--- src/rtl/uart_tx_fifo.sv ---
// Buffered UART transmitter: valid/ready byte push into a FIFO, serialised LSB first on uart_txd (8N1).
// Define UART_TX_PARITY_EN to insert an even-parity bit between data and stop (8E1).
module uart_tx_fifo #(
    parameter int unsigned CLK_FREQ   = 50000000,
    parameter int unsigned BAUD       = 115200,
    parameter int unsigned FIFO_DEPTH = 16
) (
    input  logic                          sys_clk,
    input  logic                          sys_rst_n,
    input  logic                          tx_valid,
    input  logic [7:0]                    tx_data,
    output logic                          tx_ready,
    output logic [$clog2(FIFO_DEPTH):0]   fifo_count,
    output logic                          tx_busy,
    output logic                          uart_txd
);

    localparam int unsigned CLKS_PER_BIT = CLK_FREQ / BAUD;
    localparam int unsigned AW  = $clog2(FIFO_DEPTH);
    localparam int unsigned CW  = AW + 1;
    localparam int unsigned BCW = (CLKS_PER_BIT > 1) ? $clog2(CLKS_PER_BIT) : 1;

    localparam logic [2:0] S_IDLE   = 3'd0;
    localparam logic [2:0] S_START  = 3'd1;
    localparam logic [2:0] S_DATA   = 3'd2;
    localparam logic [2:0] S_STOP   = 3'd4;
`ifdef UART_TX_PARITY_EN
    localparam logic [2:0] S_PARITY = 3'd3;
`endif

    logic [7:0]     mem_q [FIFO_DEPTH];
    logic [AW-1:0]  wr_ptr_q, wr_ptr_d;
    logic [AW-1:0]  rd_ptr_q, rd_ptr_d;
    logic [CW-1:0]  count_q, count_d;
    logic           tx_ready_q, tx_ready_d;
    logic           tx_busy_q, tx_busy_d;
    logic           txd_q, txd_d;
    logic [2:0]     state_q, state_d;
    logic [BCW-1:0] baud_cnt_q, baud_cnt_d;
    logic [2:0]     bit_cnt_q, bit_cnt_d;
    logic [7:0]     shift_q, shift_d;
    logic           push_c, pop_c, tick_c;
`ifdef UART_TX_PARITY_EN
    logic           parity_q, parity_d;
`endif

    assign push_c = tx_valid && tx_ready_q;
    assign pop_c  = (state_q == S_IDLE) && (count_q != '0);
    assign tick_c = (baud_cnt_q == BCW'(CLKS_PER_BIT - 1));

    // FIFO pointers and occupancy; the extra count bit separates full from empty
    always_comb begin
        wr_ptr_d = wr_ptr_q;
        rd_ptr_d = rd_ptr_q;
        count_d  = count_q;
        if (push_c) wr_ptr_d = wr_ptr_q + AW'(1);
        if (pop_c)  rd_ptr_d = rd_ptr_q + AW'(1);
        if (push_c && !pop_c)      count_d = count_q + CW'(1);
        else if (pop_c && !push_c) count_d = count_q - CW'(1);
    end

    always_ff @(posedge sys_clk) begin
        if (push_c) mem_q[wr_ptr_q] <= tx_data;
    end

    // Frame sequencer; baud counter restarts on every state change
    always_comb begin
        state_d    = state_q;
        baud_cnt_d = baud_cnt_q + BCW'(1);
        bit_cnt_d  = bit_cnt_q;
        shift_d    = shift_q;
`ifdef UART_TX_PARITY_EN
        parity_d   = parity_q;
`endif
        case (state_q)
            S_IDLE: begin
                baud_cnt_d = '0;
                if (pop_c) begin
                    shift_d   = mem_q[rd_ptr_q];
                    bit_cnt_d = '0;
                    state_d   = S_START;
`ifdef UART_TX_PARITY_EN
                    parity_d  = ^mem_q[rd_ptr_q];
`endif
                end
            end
            S_START: begin
                if (tick_c) begin
                    baud_cnt_d = '0;
                    state_d    = S_DATA;
                end
            end
            S_DATA: begin
                if (tick_c) begin
                    baud_cnt_d = '0;
                    shift_d    = {1'b0, shift_q[7:1]};
                    bit_cnt_d  = bit_cnt_q + 3'd1;
                    if (bit_cnt_q == 3'd7) begin
`ifdef UART_TX_PARITY_EN
                        state_d = S_PARITY;
`else
                        state_d = S_STOP;
`endif
                    end
                end
            end
`ifdef UART_TX_PARITY_EN
            S_PARITY: begin
                if (tick_c) begin
                    baud_cnt_d = '0;
                    state_d    = S_STOP;
                end
            end
`endif
            S_STOP: begin
                if (tick_c) begin
                    baud_cnt_d = '0;
                    state_d    = S_IDLE;
                end
            end
            default: begin
                baud_cnt_d = '0;
                state_d    = S_IDLE;
            end
        endcase
    end

    // Line level follows the current state one cycle later, from a flop
    always_comb begin
        txd_d = 1'b1;
        case (state_q)
            S_START:  txd_d = 1'b0;
            S_DATA:   txd_d = shift_q[0];
`ifdef UART_TX_PARITY_EN
            S_PARITY: txd_d = parity_q;
`endif
            default:  txd_d = 1'b1;
        endcase
        tx_ready_d = (count_d != CW'(FIFO_DEPTH));
        tx_busy_d  = (state_d != S_IDLE) || (count_d != '0);
    end

    always_ff @(posedge sys_clk or negedge sys_rst_n) begin
        if (!sys_rst_n) begin
            wr_ptr_q   <= '0;
            rd_ptr_q   <= '0;
            count_q    <= '0;
            tx_ready_q <= 1'b1;
            tx_busy_q  <= 1'b0;
            txd_q      <= 1'b1;
            state_q    <= S_IDLE;
            baud_cnt_q <= '0;
            bit_cnt_q  <= '0;
            shift_q    <= '0;
`ifdef UART_TX_PARITY_EN
            parity_q   <= 1'b0;
`endif
        end else begin
            wr_ptr_q   <= wr_ptr_d;
            rd_ptr_q   <= rd_ptr_d;
            count_q    <= count_d;
            tx_ready_q <= tx_ready_d;
            tx_busy_q  <= tx_busy_d;
            txd_q      <= txd_d;
            state_q    <= state_d;
            baud_cnt_q <= baud_cnt_d;
            bit_cnt_q  <= bit_cnt_d;
            shift_q    <= shift_d;
`ifdef UART_TX_PARITY_EN
            parity_q   <= parity_d;
`endif
        end
    end

    assign tx_ready   = tx_ready_q;
    assign fifo_count = count_q;
    assign tx_busy    = tx_busy_q;
    assign uart_txd   = txd_q;

endmodule

--- config.mk ---
export PLATFORM = sky130hd
export DESIGN_NAME = uart_tx_fifo
export DESIGN_NICKNAME = d
export VERILOG_FILES = /design/src/rtl/uart_tx_fifo.sv
export SDC_FILE = /design/constraint.sdc
export NUM_CORES = 1
export LEC_CHECK = 0
export ABC_AREA = 1
export CAP_MARGIN = 20
export CORE_ASPECT_RATIO = 0.8
export CORE_MARGIN = 3
export CORE_UTILIZATION = 55
export DETAILED_ROUTE_END_ITERATION = 8
export PLACE_DENSITY_LB_ADDON = 0.05
export SYNTH_ARGS = -nofsm -noshare
export SYNTH_HDL_FRONTEND = slang
export SYNTH_SLANG_ARGS = --single-unit
export TNS_END_PERCENT = 100
--- constraint.sdc ---
create_clock -name sys_clk -period 1.8 [get_ports sys_clk]
set_input_delay 0.27 -clock sys_clk [delete_from_list [all_inputs] [get_ports sys_clk]]
set_output_delay 0.27 -clock sys_clk [all_outputs]
set_load 0.01 [all_outputs]
==> impl_summary.md, run 1 <==
Yosys
The cell count after synthesis is 660. In this run, synthesis produced a sequential element count of between 150 and 200. A synthesized cell averages 11.0 um^2. The area of the mapped netlist is around 7300 um^2. The synthesized net count is 682. After synthesis, the netlist uses 37 different library cells. The share of the Yosys chip area taken by registers is 0.662. During synthesis, Yosys emitted a total of 0 warnings.

Floorplan
The die area is between 10000 and 15000 um^2. The effective utilization at floorplan is 0.580. The number of placement rows is 36. The core region is 12600 um^2. The die is 109 um tall.

The x dimension of the die is 135 um. The total I/O pin count is 19.

Setup path
The dominant delay contributor by cell family on the critical path is buffers and inverters. The category of the worst setup path launch point is a register. The data arrival at the endpoint of the critical path is 1470 ps.

Setup slack on the worst reg-to-reg path comes out at 110 ps. Walking the worst path, the cells encountered are clkdlybuf4s50_1. In this run the critical register-to-register path is launched from rd_ptr_q[0]. In this run the number of cells on the critical path is 1. The category of the most critical setup path is reg -> out. The largest incremental delay on the critical path is 530 ps.

The largest individual stage delay along the critical path comes from the cell sky130_fd_sc_hd__clkdlybuf4s50_1. STA classifies the critical path endpoint as an output pin. The worst register-to-register path has a depth of 10. The number of buffers and inverters on the critical path is 1. For the worst setup path, the data required time is 1530 ps.

The endpoint of the most critical register-to-register path is shift_q[0]. The largest driver fanout on the critical path is 1.

Placed design
The port buffer count is 18. The final weighted congestion of routability-driven global placement is 0.821. The half-perimeter wire length after detailed placement is 11200 um. Timing analysis after detailed placement gives a worst setup slack of 41.9 ps.

Timing
Static timing analysis puts the maximum clock frequency at 576 MHz. In this run the tightest slew margin relative to its limit is 0.662. The routed design could run at a clock period as short as 1740 ps. The worst clock skew is 9.74 ps.

At the pin with the least slew margin, the transition time is between 500 and 600 ps. The number of pins with negative max-slew slack in the final report is 0. The worst path setup slack after routing is about 65 ps. The hold violation count in the final report came to 0. The number of setup violations in the final report is 0. Of the available clock period, the critical path in the final layout requires 0.964.

Pwr
The power per cell area is 1130 nW/um^2. The worst-case IR drop observed on VDD is about 0.68 mV. Summed over all cells, the static leakage comes to 3.31 nW. The overall power consumption is 9.56 mW.

Global route
The first global-routing pass estimated 25300 um of wire. The initial antenna violation count is 0. The total overflow reported by the global router is 0.

In the global route stage, overall resource usage came out at 0.234. The number of global-route vias before repair was approximately 4700. The pin count of the biggest net entering global routing is 49.

CTS
The later-pin clock latency in the skew report is 430 ps. The root buffer selected by CTS is sky130_fd_sc_hd__clkbuf_16. The clock sink total is around 170. The number of clock buffers inserted by TritonCTS is 17. Counting along the longest clock path gives a buffer depth of 2. Clock-pin slew was measured on the worst setup and hold paths at 60 ps.

The H-tree was split into 4 levels. TritonCTS built the clock tree.

Cells and area
The final layout contains ~740 nets. The number of fill cells in the layout is 928. The total inserted antenna cells is 0. Compared with the post-synthesis result, the final layout area differs by 16.4%. Of the cells placed in the final design, the portion with a size suffix greater than 1 is 0.155.

Detailed routing
The number of DRC violations after detailed routing is 0. After detailed routing, the number of vias per cell comes to 5.47. The pre-antenna-repair detailed-routing pass consisted of 5 iterations.

After detailed routing, the total wire length is 15900 um. In the final routed layout, each cell accounts on average for 17.6 um. The remaining antenna violation count after routing is 0. The detailed router finished its first iteration with between 400 and 500 violations.

The via count is 4925.

Worst hold path
The tightest min-delay check is of the in -> async type.

Flow run
Max-cap violations in this run came to 0.

Run status
The flow ran to the end, and the final reports show no timing, DRC or antenna violations.
-- cell usage in the layout (no fill, tap or decap), types with 2 or more instances in the layout --
cell type                         count
sky130_fd_sc_hd__dfrtp_2              4
sky130_fd_sc_hd__buf_12               3
sky130_fd_sc_hd__inv_1               28
sky130_fd_sc_hd__nor2_4               3
sky130_fd_sc_hd__nor3_1               5
sky130_fd_sc_hd__edfxtp_1           128
sky130_fd_sc_hd__buf_4               42
sky130_fd_sc_hd__nor2_2               3
sky130_fd_sc_hd__nand2_2              5
sky130_fd_sc_hd__clkbuf_16           17
sky130_fd_sc_hd__clkinv_4             2
sky130_fd_sc_hd__o21ai_1             10
sky130_fd_sc_hd__inv_2                8
sky130_fd_sc_hd__nand3_1             57
sky130_fd_sc_hd__clkinvlp_4           4
sky130_fd_sc_hd__nand2_1             93
sky130_fd_sc_hd__o211ai_1            15
sky130_fd_sc_hd__nand3_4              2
sky130_fd_sc_hd__clkinv_1             3
sky130_fd_sc_hd__nor2_1             138
sky130_fd_sc_hd__ha_1                10
sky130_fd_sc_hd__xor2_1              11
sky130_fd_sc_hd__clkdlybuf4s50_1     16
sky130_fd_sc_hd__nand2_8              2
sky130_fd_sc_hd__nor3b_1              2
sky130_fd_sc_hd__dfstp_2              2
sky130_fd_sc_hd__inv_6                7
sky130_fd_sc_hd__o21ai_0             48
sky130_fd_sc_hd__dfrtp_1             33
sky130_fd_sc_hd__nand4_1              8
sky130_fd_sc_hd__a21oi_1              4
-- sequential cells by signal, indices dropped and copies added, names as in the netlist --
register and cells:
shift_q 8, rd_ptr_q 4, wr_ptr_q 4, uart_txd 1, mem_q 128, baud_cnt_q 9, bit_cnt_q 3, fifo_count 5
tx_ready 1, state_q 3, tx_busy 1
-- layer usage --
layer | GRT usage | vias to the layer above | part of all wire | routed length (um)
li1 | - | 2371 | - | -
met1 | 0.346 | 2374 | 0.46 | 7340
met2 | 0.352 | 162 | 0.45 | 7150
met3 | 0.0581 | 18 | 0.076 | 1220
met4 | 0.0610 | 0 | 0.011 | 172
met5 | 0 | - | 0 | 0
-- what timing repair did --
item | in CTS | in global routing
endpoints found under the hold margin | 20 | 0
hold buffers | 1 | 0
setup endpoints to repair | 2 | 10
gates resized for setup | 2 | 7
buffers inserted | 0 | 2
-- power breakdown --
part           internal [mW]  switching [mW]
Sequential              4.55           0.165
Clock                   1.93            1.55
Combinational          0.503           0.856
Total                   6.99            2.57
-- worst max-delay path by stage --
stage              endpoint  slack [ps]     startpoint
6_report           uart_txd          60       uart_txd
5_1_grt             tx_busy          -4  baud_cnt_q[1]
4_1_cts            tx_ready          10       tx_ready
3_5_place_dp   mem_q[11][3]          40       tx_valid
3_3_place_gp   mem_q[10][4]          40       tx_valid
2_1_floorplan  mem_q[11][0]         0.9       tx_ready
-- cell families after synthesis --
logic type	count (synthesis)	synth area share
buffers and inverters	67	0.0447
adder cells (fa/ha/maj)	11	0.0189
AND/OR/NAND/NOR	324	0.200
AO/OA/AOI/OAI	79	0.0603
XOR/XNOR	12	0.0144
flip-flops	167	0.662
-- synthesized netlist by cell type (all sizes together) --
library cell | instances | area share
dfstp | 2 | 0.0072
xnor2 | 1 | 0.0012
nor3 | 6 | 0.0057
nand3 | 60 | 0.045
clkbuf | 7 | 0.0040
nand2 | 101 | 0.059
and3 | 1 | 0.00086
dfrtp | 37 | 0.13
inv | 37 | 0.019
edfxtp | 128 | 0.53
a21oi | 4 | 0.0027
o21ai | 59 | 0.041
nor3b | 2 | 0.0021
ha | 11 | 0.019
buf | 21 | 0.021
xor2 | 11 | 0.013
nand4 | 8 | 0.0069
nor2 | 144 | 0.078
or2 | 1 | 0.00086
clkinv | 2 | 0.0010
o21a | 1 | 0.0010
o211ai | 15 | 0.015
nand3b | 1 | 0.0010
-- layout make-up --
type | count | area (um^2) | share of cell area
clock inverters | 15 | 143 | 0.0168
flip-flops and latches | 167 | 4830 | 0.570
well taps | 171 | 214 | 0.0252
multi-input cells | 426 | 2140 | 0.253
clock buffers | 17 | 425 | 0.0502
inverters | 39 | 149 | 0.0176
repair buffers | 65 | 574 | 0.0678
-- per-stage QoR --
| step | utilization | cells | area, um^2 | TNS (ps) | hold WS (ps) |
|---|---|---|---|---|---|
| floorplan | - | 660 | 7280 | 0 | -25.6 |
| global placement | 0.626 | 865 | 7860 | 0 | 273 |
| detailed placement | 0.626 | 865 | 7860 | 0 | 274 |
| CTS | 0.672 | 898 | 8440 | 0 | 361 |
| global route | 0.674 | 900 | 8480 | -3.66 | 404 |
| finish | 0.674 | 900 | 8480 | 0 | 348 |
Note: power is estimated with default switching activity, not from simulation.
==> run 2: changes to the inputs <==
- SLEW_MARGIN: default -> 20
==> results of run 2 <==
No change in the layout: final DEF, timing and power equal those of run 1.
==> run 3: changes to the inputs <==
- CELL_PAD_IN_SITES_DETAIL_PLACEMENT: default -> 1
- CELL_PAD_IN_SITES_GLOBAL_PLACEMENT: default -> 1
- CORE_ASPECT_RATIO: 0.8 -> default
- CORE_UTILIZATION: 55 -> 45
==> impl_summary.md, run 3 (synthesized netlist as in run 1, its figures left out) <==
Detailed routing
The detailed-route wire length is 18500 um (+17%). The number of detailed-route iterations in the first pass is 4 (-1). The number of DRC violations after detailed routing came to 0 (unchanged). The mean routed wirelength per cell is 19.7 um (+12%). The number of DRC markers in iteration 0 is 372 (-16%). The via count is 4993 (+1.4%). The mean number of vias per cell was 5.32 (-2.8%). The remaining antenna violation count after routing was 0 (unchanged).

Worst hold path
The path class of the tightest hold or removal check is in -> reg. The startpoint identified for the worst hold timing path is tx_data[6]. The worst hold path stage count is 1. For hold timing, the worst endpoint is mem_q[6][6].

Placed design
The port buffer count was 18 (unchanged). The half-perimeter wire length after detailed placement is 12500 um (+11%). The post-placement setup slack came to -39.1 ps (-80.9 ps). The final weighted congestion of routability-driven global placement is 0.792 (-3.6%).

Setup path
The number of buffers and inverters on the critical path is 1 (unchanged). The worst register-to-register path begins at tx_ready. The critical path is of the reg -> out type.

The data arrival at the endpoint of the critical path is 1460 ps (about the same). The endpoint of the most critical register-to-register path is mem_q[6][5]. Grouping stages by cell kind, the critical path spends the most delay in buffers and inverters. The largest incremental delay on the critical path was 570 ps (+40 ps). The largest driver fanout on the critical path came to 7 (+6). STA classifies the critical path startpoint as a register. The category of the worst setup path capture point is an output pin.

The signal on the critical path passes through clkdlybuf4s50_1. The data required time of the critical path is 1530 ps (about the same). The number of gates on the worst path with buffers counted came to 1 (unchanged). The depth of the most critical reg-to-reg path came to 5 (-5).

The slowest cell on the critical path is sky130_fd_sc_hd__clkdlybuf4s50_1. The setup slack of the most critical reg-to-reg path is 150 ps (+40 ps).

Global route
The global-route met2 utilization is 0.357 (+0.00441). The total overflow reported by the global router is 0 (unchanged). The wire length of the first global-routing pass is 29000 um (+14%).

The global routing's busiest layer is met2. The initial antenna violation count was 0 (unchanged). The total global routing track utilization came to 0.216 (-0.0179).

The pin count of the biggest net entering global routing was 56 (+14%). The number of global-route vias before repair is 5324 (+14%). The global routing met1 resource utilization is 0.290 (-0.0553). The met3 usage in global routing is 0.0381 (-0.0200).

Timing
The final-layout worst hold slack was 433 ps (+85.5 ps). The final-layout setup total negative slack came to 0 ps (unchanged). The time the final worst path needs with I/O delays and setup was 1730 ps (-1.45 ps).

The top achievable clock speed is 577 MHz (about the same). The hold violation count in the final report came to 0 (unchanged). The final worst-path cycle share is 0.963 (about the same). The actual transition at the worst max-transition pin is 538 ps (+30.7 ps).

The number of setup violations in the final report is 0 (unchanged). The worst clock skew is 10.8 ps (+1.04 ps). The headroom to the max-slew limit came to 0.641 (-0.0204). The number of pins with negative max-slew slack in the final report is 0 (unchanged). Setup repair after global routing left no endpoint under its margin. The worst path setup slack after routing is 66.0 ps (+1.45 ps).

Cells and area
In the final layout, the registers with the most flip-flops are mem_q: 128 flops, baud_cnt_q: 9 flops, shift_q: 8 flops. The area taken by multi-input logic gates is 2150 um^2 (+0.47%). The sequential cell area was 4830 um^2 (unchanged). Leaving out fill and tap cells, the most frequent cell in the layout is sky130_fd_sc_hd__nor2_1. The number of fill cells in the layout is 1657 (+79%). The utilization after layout was 0.552 (-0.123). The share of layout cells above drive strength 1 is 0.155 (+0.000426). The post-synthesis to final-layout area growth is 17.7%.

The register with the most flip-flops in the final layout is mem_q. The number of flip-flops under the largest register name was 128 (unchanged). The number of nets in the finished design is 736 (-0.27%).

The library cells used most frequently in the layout, excluding fill and tap cells, are sky130_fd_sc_hd__nor2_1 (138), sky130_fd_sc_hd__edfxtp_1 (128), sky130_fd_sc_hd__nand2_1 (93).

Pwr
The total internal power is 7.16 mW (+2.5%). The switching power of the nets is 2.70 mW (+5.0%). The clock network power share is 0.372 (+0.008). The maximum vdd drop came to 0.705 mV (+3.0%). The power per cell area is 1150 nW/um^2 (+1.9%). The part of the total power dissipated in combinational logic is 0.144 (+0.002).

The standby leakage power is 3.36 nW (+1.7%). The sequential group share of total power was 0.483 (-0.011). The overall power consumption came to 9.86 mW (+3.1%). The switching share of power is 0.274 (+0.00482).

CTS
The clock transition at the register clock pins on the worst setup and hold paths after CTS is 70 ps (about the same). In this run the clock root is driven by a sky130_fd_sc_hd__clkbuf_16. The deepest clock path buffer count is 2 (unchanged). The later-pin clock latency in the skew report is 440 ps (about the same). The clock sink total is 167 (unchanged).

The CTS tree is yes. The number of clock buffers inserted by TritonCTS is 17 (unchanged). The H-tree depth is 4 (unchanged).

Floorplan
The x dimension of the die came to 133 um (-1.1%). The total I/O pin count is 19 (unchanged). The die area was 17700 um^2 (+21%). The vertical die dimension came to 133 um (+22%). The number of placement rows is 45 (+25%). The effective utilization at floorplan was 0.469 (-0.111). The area of the placeable core came to 15500 um^2 (+24%).

Run status
The flow ran to the end, and the final reports show no timing, DRC or antenna violations.

Flow run
The total of max-cap violations came to 0 (unchanged).
[run 3: repair_timing]
action	CTS	global route
pin swaps	0	2
gates resized for setup	4	7
cloned	0	1
hold endpoints to repair	37	0
setup buffers	1	2
hold buffers	1	0
setup endpoints to repair	5	10
[run 3: worst max path at each step]
stage	slack, ps	startpoint	end
CTS	6	fifo_count[0]	fifo_count[0]
floorplan	0.9	tx_ready	mem_q[11][0]
finish	70	fifo_count[3]	fifo_count[3]
global placement	-3	tx_valid	mem_q[6][5]
global route	2	baud_cnt_q[1]	tx_busy
detailed placement	-40	tx_valid	mem_q[6][5]
[run 3: per-stage QoR]
step	instances	area [um^2]
floorplan	660	7280
global placement	901	7900
detailed placement	901	7900
CTS	935	8510
global route	938	8570
finish	939	8570
[run 3: area by class of cell]
class,count,area share
Sequential cell,167,0.563
Multi-Input combinational cell,426,0.251
Timing Repair Buffer,63,0.0684
Clock buffer,17,0.0496
Tap cell,211,0.0308
Clock inverter,15,0.0194
Inverter,39,0.0174
Antenna cell,1,0.000292
[run 3: layer usage]
metal	wire length (um)	part of all wire
met4	361	0.019
met2	9090	0.49
met5	0	0
met1	8600	0.46
met3	479	0.026
[run 3: worst reg2reg max path: cells and delay by family, from the launching register on]
| kind | cells | cell delay, ps |
|---|---|---|
| buf+inv | 2 | 330 |
| flops | 1 | 540 |
| simple gates | 3 | 480 |
[run 3: power groups by stage]
stage | combinational [mW] | sequential (mW) | clock, mW
2_1_floorplan | 0.775 | 4.79 | 0
3_3_place_gp | 1.29 | 4.83 | 0
3_5_place_dp | 1.34 | 4.84 | 0
4_1_cts | 1.36 | 4.77 | 3.73
5_1_grt | 1.59 | 4.79 | 3.90
6_report | 1.42 | 4.76 | 3.67
